**src/rtl/pc_fetch_unit_if.sv**
```systemverilog
// Fetch-unit handshake bundle: redirect input, instruction-memory
// request/response channel and the decode-side instruction channel.
//   master : fetch unit side (drives imem_req_*, inst_valid/data/pc)
//   slave  : environment side (memory, decode, next-PC logic)
interface pc_fetch_unit_if;
    logic        redirect_valid;
    logic [31:0] redirect_pc;
    logic        imem_req_valid;
    logic        imem_req_ready;
    logic [31:0] imem_req_addr;
    logic        imem_rsp_valid;
    logic [31:0] imem_rsp_data;
    logic        inst_valid;
    logic        inst_ready;
    logic [31:0] inst_data;
    logic [31:0] inst_pc;

    modport master (
        input  redirect_valid, redirect_pc,
        output imem_req_valid, imem_req_addr,
        input  imem_req_ready,
        input  imem_rsp_valid, imem_rsp_data,
        output inst_valid, inst_data, inst_pc,
        input  inst_ready
    );

    modport slave (
        output redirect_valid, redirect_pc,
        input  imem_req_valid, imem_req_addr,
        output imem_req_ready,
        output imem_rsp_valid, imem_rsp_data,
        input  inst_valid, inst_data, inst_pc,
        output inst_ready
    );
endinterface

```
**src/rtl/pc_fetch_unit.sv**
```systemverilog
// PC fetch unit: one outstanding imem request, holds the word for decode.
// Ports: clk, rst_n (async active-low), bus (pc_fetch_unit_if.master);
// misalign_err only when FETCH_MISALIGN_CHK_EN is defined.
module pc_fetch_unit #(
    parameter logic [31:0] RESET_PC = 32'h0000_0000
) (
    input  logic clk,
    input  logic rst_n,
    pc_fetch_unit_if.master bus
`ifdef FETCH_MISALIGN_CHK_EN
    ,
    output logic misalign_err
`endif
);

    typedef enum logic [1:0] {FETCH, WAIT, HOLD, DRAIN} state_t;

    state_t      state, state_nx;
    logic [31:0] pc, pc_nx;
    logic [31:0] inst_data_q, inst_pc_q;
    logic        started;
    logic        redir;
    logic [31:0] redir_tgt;
    logic        latch;

`ifdef FETCH_MISALIGN_CHK_EN
    logic bad_tgt;
    assign bad_tgt   = bus.redirect_valid && (bus.redirect_pc[1:0] != 2'b00);
    // A misaligned target is refused outright: no pc change, no flush.
    assign redir     = bus.redirect_valid && !bad_tgt;
    assign redir_tgt = bus.redirect_pc;

    always_ff @(posedge clk or negedge rst_n) begin
        if (!rst_n)
            misalign_err <= 1'b0;
        else if (bad_tgt)
            misalign_err <= 1'b1;
    end
`else
    assign redir     = bus.redirect_valid;
    assign redir_tgt = bus.redirect_pc & ~32'h3;
`endif

    always_comb begin
        state_nx = state;
        pc_nx    = pc;
        latch    = 1'b0;
        unique case (state)
            FETCH: begin
                if (redir)
                    pc_nx = redir_tgt;
                // An accepted request under redirect carries the old pc,
                // so its response must be thrown away.
                if (started && bus.imem_req_ready)
                    state_nx = redir ? DRAIN : WAIT;
            end
            WAIT: begin
                if (redir) begin
                    pc_nx    = redir_tgt;
                    state_nx = bus.imem_rsp_valid ? FETCH : DRAIN;
                end else if (bus.imem_rsp_valid) begin
                    latch    = 1'b1;
                    state_nx = HOLD;
                end
            end
            HOLD: begin
                if (redir) begin
                    pc_nx    = redir_tgt;
                    state_nx = FETCH;
                end else if (bus.inst_ready) begin
                    pc_nx    = pc + 32'd4;
                    state_nx = FETCH;
                end
            end
            DRAIN: begin
                if (redir)
                    pc_nx = redir_tgt;
                if (bus.imem_rsp_valid)
                    state_nx = FETCH;
            end
        endcase
    end

    always_ff @(posedge clk or negedge rst_n) begin
        if (!rst_n) begin
            state       <= FETCH;
            pc          <= RESET_PC;
            inst_data_q <= 32'h0;
            inst_pc_q   <= 32'h0;
            started     <= 1'b0;
        end else begin
            state   <= state_nx;
            pc      <= pc_nx;
            started <= 1'b1;
            if (latch) begin
                inst_data_q <= bus.imem_rsp_data;
                inst_pc_q   <= pc;
            end
        end
    end

    // started keeps the request low through reset and the release edge.
    assign bus.imem_req_valid = started && (state == FETCH);
    assign bus.imem_req_addr  = pc;
    assign bus.inst_valid     = (state == HOLD);
    assign bus.inst_data      = inst_data_q;
    assign bus.inst_pc        = inst_pc_q;

endmodule

```
**src/flat_wrapper.sv**
```systemverilog
// flat-port wrapper written by rule: the top's interface ports become plain ports
module pc_fetch_unit_flat 
#(
    parameter logic [31:0] RESET_PC = 32'h0000_0000
)
  (clk, rst_n, bus_redirect_valid, bus_redirect_pc, bus_imem_req_valid, bus_imem_req_addr, bus_imem_req_ready, bus_imem_rsp_valid, bus_imem_rsp_data, bus_inst_valid, bus_inst_data, bus_inst_pc, bus_inst_ready);
  pc_fetch_unit_if bus_i ();
  input  logic clk;
  input  logic rst_n;
  input wire logic [$bits(bus_i.redirect_valid)-1:0] bus_redirect_valid;
  input wire logic [$bits(bus_i.redirect_pc)-1:0] bus_redirect_pc;
  output wire logic [$bits(bus_i.imem_req_valid)-1:0] bus_imem_req_valid;
  output wire logic [$bits(bus_i.imem_req_addr)-1:0] bus_imem_req_addr;
  input wire logic [$bits(bus_i.imem_req_ready)-1:0] bus_imem_req_ready;
  input wire logic [$bits(bus_i.imem_rsp_valid)-1:0] bus_imem_rsp_valid;
  input wire logic [$bits(bus_i.imem_rsp_data)-1:0] bus_imem_rsp_data;
  output wire logic [$bits(bus_i.inst_valid)-1:0] bus_inst_valid;
  output wire logic [$bits(bus_i.inst_data)-1:0] bus_inst_data;
  output wire logic [$bits(bus_i.inst_pc)-1:0] bus_inst_pc;
  input wire logic [$bits(bus_i.inst_ready)-1:0] bus_inst_ready;
  assign bus_i.redirect_valid = bus_redirect_valid;
  assign bus_i.redirect_pc = bus_redirect_pc;
  assign bus_imem_req_valid = bus_i.imem_req_valid;
  assign bus_imem_req_addr = bus_i.imem_req_addr;
  assign bus_i.imem_req_ready = bus_imem_req_ready;
  assign bus_i.imem_rsp_valid = bus_imem_rsp_valid;
  assign bus_i.imem_rsp_data = bus_imem_rsp_data;
  assign bus_inst_valid = bus_i.inst_valid;
  assign bus_inst_data = bus_i.inst_data;
  assign bus_inst_pc = bus_i.inst_pc;
  assign bus_i.inst_ready = bus_inst_ready;
  pc_fetch_unit #(.RESET_PC(RESET_PC)) u_core (.clk(clk), .rst_n(rst_n), .bus(bus_i));
endmodule
```
**config.mk**
```make
export PLATFORM = sky130hd
export DESIGN_NAME = pc_fetch_unit_flat
export DESIGN_NICKNAME = d
export VERILOG_FILES = /design/src/rtl/pc_fetch_unit_if.sv /design/src/rtl/pc_fetch_unit.sv /design/src/flat_wrapper.sv
export SDC_FILE = /design/constraint.sdc
export NUM_CORES = 1
export LEC_CHECK = 0
export CELL_PAD_IN_SITES_DETAIL_PLACEMENT = 0
export CELL_PAD_IN_SITES_GLOBAL_PLACEMENT = 1
export CORE_UTILIZATION = 31
export DETAILED_ROUTE_END_ITERATION = 8
export PLACE_DENSITY_LB_ADDON = 0.25
export SKIP_LAST_GASP = 1
export SLEW_MARGIN = 20
export SYNTH_ARGS = -nofsm -noshare
export SYNTH_HDL_FRONTEND = slang
export SYNTH_SLANG_ARGS = --single-unit
```
**constraint.sdc**
```tcl
create_clock -name clk -period 1.6 [get_ports clk]
set_input_delay 0.48 -clock clk [delete_from_list [all_inputs] [get_ports clk]]
set_output_delay 0.48 -clock clk [all_outputs]
set_load 0.005 [all_outputs]
```
Word level (Yosys, flattened, before mapping)
Cells that the tools add are included.
W data, S select, Z words.
{"block": "totals", "ff_bits": 99, "latchBits": 0, "mem_bits_rw": 0, "inputBits": 70, "romBits": 0, "elab_cells": 36, "mem_count": 0}
{"block": "classes", "addsub": 1, "muxes": 16, "n_eq_ne": 8, "reduce_logical": 6, "bitwise_logic": 0, "magnitude_cmp": 0, "n_mul": 0, "n_div": 0, "shift": 0}
{"cell": "$mux W32", "count": 3}
{"cell": "$pmux W32 S2", "count": 1}
{"cell": "$add A32 B3 Y32 const B", "count": 1}
{"cell": "$mux W2", "count": 8}
{"cell": "$pmux W2 S4", "count": 1}
{"cell": "$eq A2 B2 Y1 const B", "count": 2}
{"cell": "$ne A2 B1 Y1 const B", "count": 2}
{"cell": "$reduce_and A4 Y1", "count": 1}
{"cell": "$mux W1", "count": 3}
{"cell": "$ne A3 B2 Y1 const B", "count": 1}
{"cell": "$ne A3 B3 Y1 const B", "count": 1}
{"cell": "$reduce_or A3 Y1", "count": 1}
{"cell": "$eq A2 B1 Y1 const B", "count": 1}
{"cell": "$logic_and A1 B1 Y1", "count": 2}
{"cell": "$logic_not A2 Y1", "count": 1}
{"cell": "$ne A2 B2 Y1 const B", "count": 1}
{"cell": "$reduce_and A2 Y1", "count": 1}

Logic depth before layout (Yosys ltp)
{"block": "depth", "word_depth": 4, "depth_mapped": 6, "depth_no_buf": 5}

Worst setup path before layout
No wires, ideal clock.
{"block": "synth_path", "kind": "input to register", "start": "input port bus_redirect_valid", "end": "register u_core.inst_pc_q[10], in the netlist u_core.bus.inst_pc[10]", "t_required_ns": 1.475, "t_arrival_ns": 1.676, "cell_stages": 4, "setup_slack_ns": -0.201, "path_cell_list": "nor4bb_1 -> clkbuf_1 -> clkbuf_1 -> mux2_2"}
{"block": "synth_between", "elab_chain_cells": 2}
{"item": "from (decl)", "line_no": "flat_wrapper.sv:10", "source": "input wire logic [$bits(bus_i.redirect_valid)-1:0] bus_redirect_valid;"}
{"item": "$mux W1", "line_no": "pc_fetch_unit.sv:58", "source": "if (redir) begin"}
{"item": "$mux W1", "line_no": "pc_fetch_unit.sv:48", "source": "unique case (state)"}
{"item": "to (signal assigned)", "line_no": "pc_fetch_unit.sv:97", "source": "inst_pc_q <= pc;"}
{"item": "to (decl)", "line_no": "pc_fetch_unit.sv:20", "source": "logic [31:0] inst_data_q, inst_pc_q;"}
Every way passes these cells.
A chain may end at the register's enable or synchronous reset.

Final worst setup path
{"block": "layout_path", "start": "register u_core.state[1]", "end": "register u_core.inst_pc_q[19], in the netlist u_core.bus.inst_pc[19]"}
{"block": "layout_between", "elab_chain_cells": 2}
{"item": "from (decl)", "line_no": "pc_fetch_unit.sv:18", "source": "state_t state, state_nx;"}
{"item": "from (signal assigned)", "line_no": "pc_fetch_unit.sv:92", "source": "state <= state_nx;"}
{"item": "$eq A2 B1 Y1", "line_no": "pc_fetch_unit.sv:48"}
{"item": "$mux W1", "line_no": "pc_fetch_unit.sv:48"}
Every way passes these cells.

==> results_dict.tcl <==
set metrics [dict create \
    htree_levels 3 \
    fin_hold_ws_ps 498.2 \
    tns_ps -11240 \
    tritoncts.num_buffers 9 \
    start_util_pct 31.61 \
    synth_compound_area_share_pct 7.587 \
    portBuffers 161 \
    reg2reg_to "u_core.bus.inst_pc[19]$_DFFE_PN0P_" \
    yosysTopAreaCellShare_pct 54.39 \
    cts_buffer_depth 2 \
    grt_antenna_before_repair 0 \
    min_path_type "flip-flop to flip-flop" \
    crit_type "flip-flop to flip-flop" \
    row_count 43 \
    dp_hpwl_mm 8.872 \
    cts_root_buf "clkbuf_16" \
    outcome "finished, violations left" \
    synth-async-reset-ratio_pct 100.0 \
    ys_ff_latch 95 \
    violations "setup timing" \
    synthAdderAreaFrac_pct 0.2863 \
    pwr_density_cell_nw_per_um2 1266 \
    viasPerCell 4.855 \
    syn_area_um2 4370 \
    fin_skew_ps 7.776 \
    p_total_mw 9.617 \
    synth_top_cell_by_area "dfrtp_1" \
    muxShareOfSynthArea_pct 16.20 \
    reg2reg_slack_ps -190 \
    crit_end "u_core.bus.inst_pc[19]$_DFFE_PN0P_" \
    route.met3.wl_um 565 \
    netlist-cell-type-count 48 \
    critPathRequiredTime_ps 1840 \
    dieArea_um2 14580 \
    synth-edff-count 0 \
    num_io_pins 168 \
    wirelength_mm 13.45 \
    drt_iter0_drc 119 \
    setup_viol 81 \
    place.gp.congestion 0.7740 \
    coreArea_um2 13830 \
    rsz0062_at_grt "true" \
    yosys.area_share.simple_pct 15.00 \
    grt_pass1_wl_mm 21.25 \
    synthCells 358 \
    cts_sinks 95 \
    grt_usage_pct 19.23 \
    yosysMostFrequentCell "dfrtp_1" \
    synth_top_family_by_area "multiplexers" \
    fp.dieW_um 120.7 \
    vias 3908 \
    hold_violations 0 \
    synth.area.top_cells "dfrtp_1 54%, mux2_2 16%, nand2_1 2.0%" \
    timing.rr.start "u_core.state[1]$_DFFE_PN0P_" \
    period_needed_ps 1786 \
    dr_wl_met2_mm 6.673 \
    yosysSeqAreaShare_pct 54.39 \
    syn_area_per_cell_um2 12.21 \
    avgRoutedWirePerCell_um 16.70 \
    wl_met1_mm 5.969 \
    critPathCaptureType "flip-flop" \
    slew_violations 0 \
    die_h_um 120.7 \
    setup_ws_ps -186.1 \
    critPathMaxFanout 15 \
    cp.arrival_ps 2020 \
    post-route-drc-count 0 \
    area_growth_pct 73.80 \
    routed.top_layer "met4" \
    r2r_cells 7 \
    synth_common_cells "95 x dfrtp_1, 62 x mux2_2, 23 x nand2_1" \
    tritoncts "yes" \
    n_antenna_cell 0 \
    crit_path_start "u_core.state[1]$_DFFE_PN0P_" \
    drt_pass1_iterations 4 \
    cap_viol_max_count 0 \
    grt_start_max_net_pins 44 \
    path_clk_slew_ps 70 \
    layout.nets 691 \
    antenna_left 0 \
    start_kind "flip-flop" \
    synth_ff_type "dfrtp_1" \
    grt_overflow 0 \
    clkLatencyLatePin_ps 350 \
    grt_pass1_vias 4040 \
    leakage_nw 3.338 \
    drive_gt1_share_pct 36.64 \
    finalCritPeriodShare_pct 111.6 \
    peakVddDrop_mv 0.7027 \
    fmaxAchievable_ghz 0.5599 \
    synthXorXnorAreaFrac_pct 2.405 \
    yosysWarnings 0 \
]
==> logic make-up after synthesis <==
family,Yosys count
muxes,63
AOI/OAI and AO/OA,50
and+or+nand+nor,109
buffers and inverters,26
adders and majority gates,1
other,2
DFF,95
xor gates and xnor gates,12
==> metal layers <==
layer	up-vias	global-route usage (%)
met5	-	0
met4	0	7.716
met3	14	3.679
met2	89	31.82
met1	1959	24.67
li1	1846	-
==> report_power, final <==
group | switching [mW] | total (mW) | internal [mW]
registers | 0.431 | 3.71 | 3.28
logic | 1.19 | 3.39 | 2.21
clock network | 0.942 | 2.51 | 1.57
==> cells in the final DEF (no fill, tap or decap), drive strengths merged, types with 7 or more instances in the layout <==
cell           Yosys  final
nand4             15     16
xor2               7      7
mux2              62     62
o31a               7      7
o31ai              9      9
dfrtp             95     95
nor4               8      8
clkdlybuf4s50      0     63
nand2             23     23
buf               13    110
nand3              9      9
a31oi             12     12
nor2              14     14
clkdlybuf4s15      0     13
dlygate4sd2        0     75
o21ai             15     15
or4                9      9
clkbuf             9     18
==> critical path: stages (launching register included) <==
cell,delay [ps]
dfrtp_1,400
buf_6,130
buf_6,110
nor4bb_4,260
buf_6,150
buf_12,130
buf_12,150
mux2_2,340
==> how the worst min path moves through the flow <==
| stage | from | endpoint | slack (ps) | cells past startpoint |
|---|---|---|---|---|
| final | u_core.bus.inst_pc[18]$_DFFE_PN0P_ | u_core.bus.inst_pc[18]$_DFFE_PN0P_ | 500 | 1 |
| after detailed placement | rst_n | u_core.bus.inst_data[19]$_DFFE_PN0P_ | 380 | 1 |
| after floorplan | rst_n | u_core.bus.imem_req_addr[10]$_DFFE_PN0P_ | 180 | 0 |
| after CTS | u_core.bus.inst_data[8]$_DFFE_PN0P_ | u_core.bus.inst_data[8]$_DFFE_PN0P_ | 510 | 1 |
| after global placement | rst_n | u_core.bus.inst_data[19]$_DFFE_PN0P_ | 370 | 1 |
| after global routing | u_core.bus.inst_data[18]$_DFFE_PN0P_ | u_core.bus.inst_data[18]$_DFFE_PN0P_ | 510 | 1 |
==> repair_timing <==
item / CTS / global route
hold buffers: 1 / 0
pin swaps: 11 / 16
buffers inserted: 40 / 6
gates cloned: 5 / 0
setup endpoints to repair: 181 / 96
gates resized for setup: 182 / 32
endpoints found under the hold margin: 2 / 0
==> cell type report <==
class / instances / area [um^2]
Multi-Input combinational cell: 241 / 2082
Sequential cell: 95 / 2391
Inverter: 4 / 15.01
Tap cell: 180 / 225.2
Timing Repair Buffer: 269 / 2535
Fill cell: 1189 / 6231
Clock inverter: 5 / 105.1
Clock buffer: 11 / 242.7
==> metrics by stage <==
| step | utilization (%) | setup slack [ps] | area (um^2) | cells |
|---|---|---|---|---|
| after floorplan | - | -31.35 | 4418 | 361 |
| after global placement | 47.76 | -741.8 | 6604 | 739 |
| after detailed placement | 47.76 | -785.5 | 6604 | 739 |
| after CTS | 54.04 | -178.5 | 7472 | 801 |
| after global routing | 54.94 | -268.8 | 7596 | 805 |
| final | 54.94 | -186.1 | 7596 | 805 |
==> sequential cells by signal (all words and copies together) (netlist names) <==
register	flops
u_core.bus.inst_pc	30
u_core.state	2
u_core.bus.inst_data	32
u_core.bus.imem_req_addr	30
u_core.started	1
(Power assumes the default switching activity.)
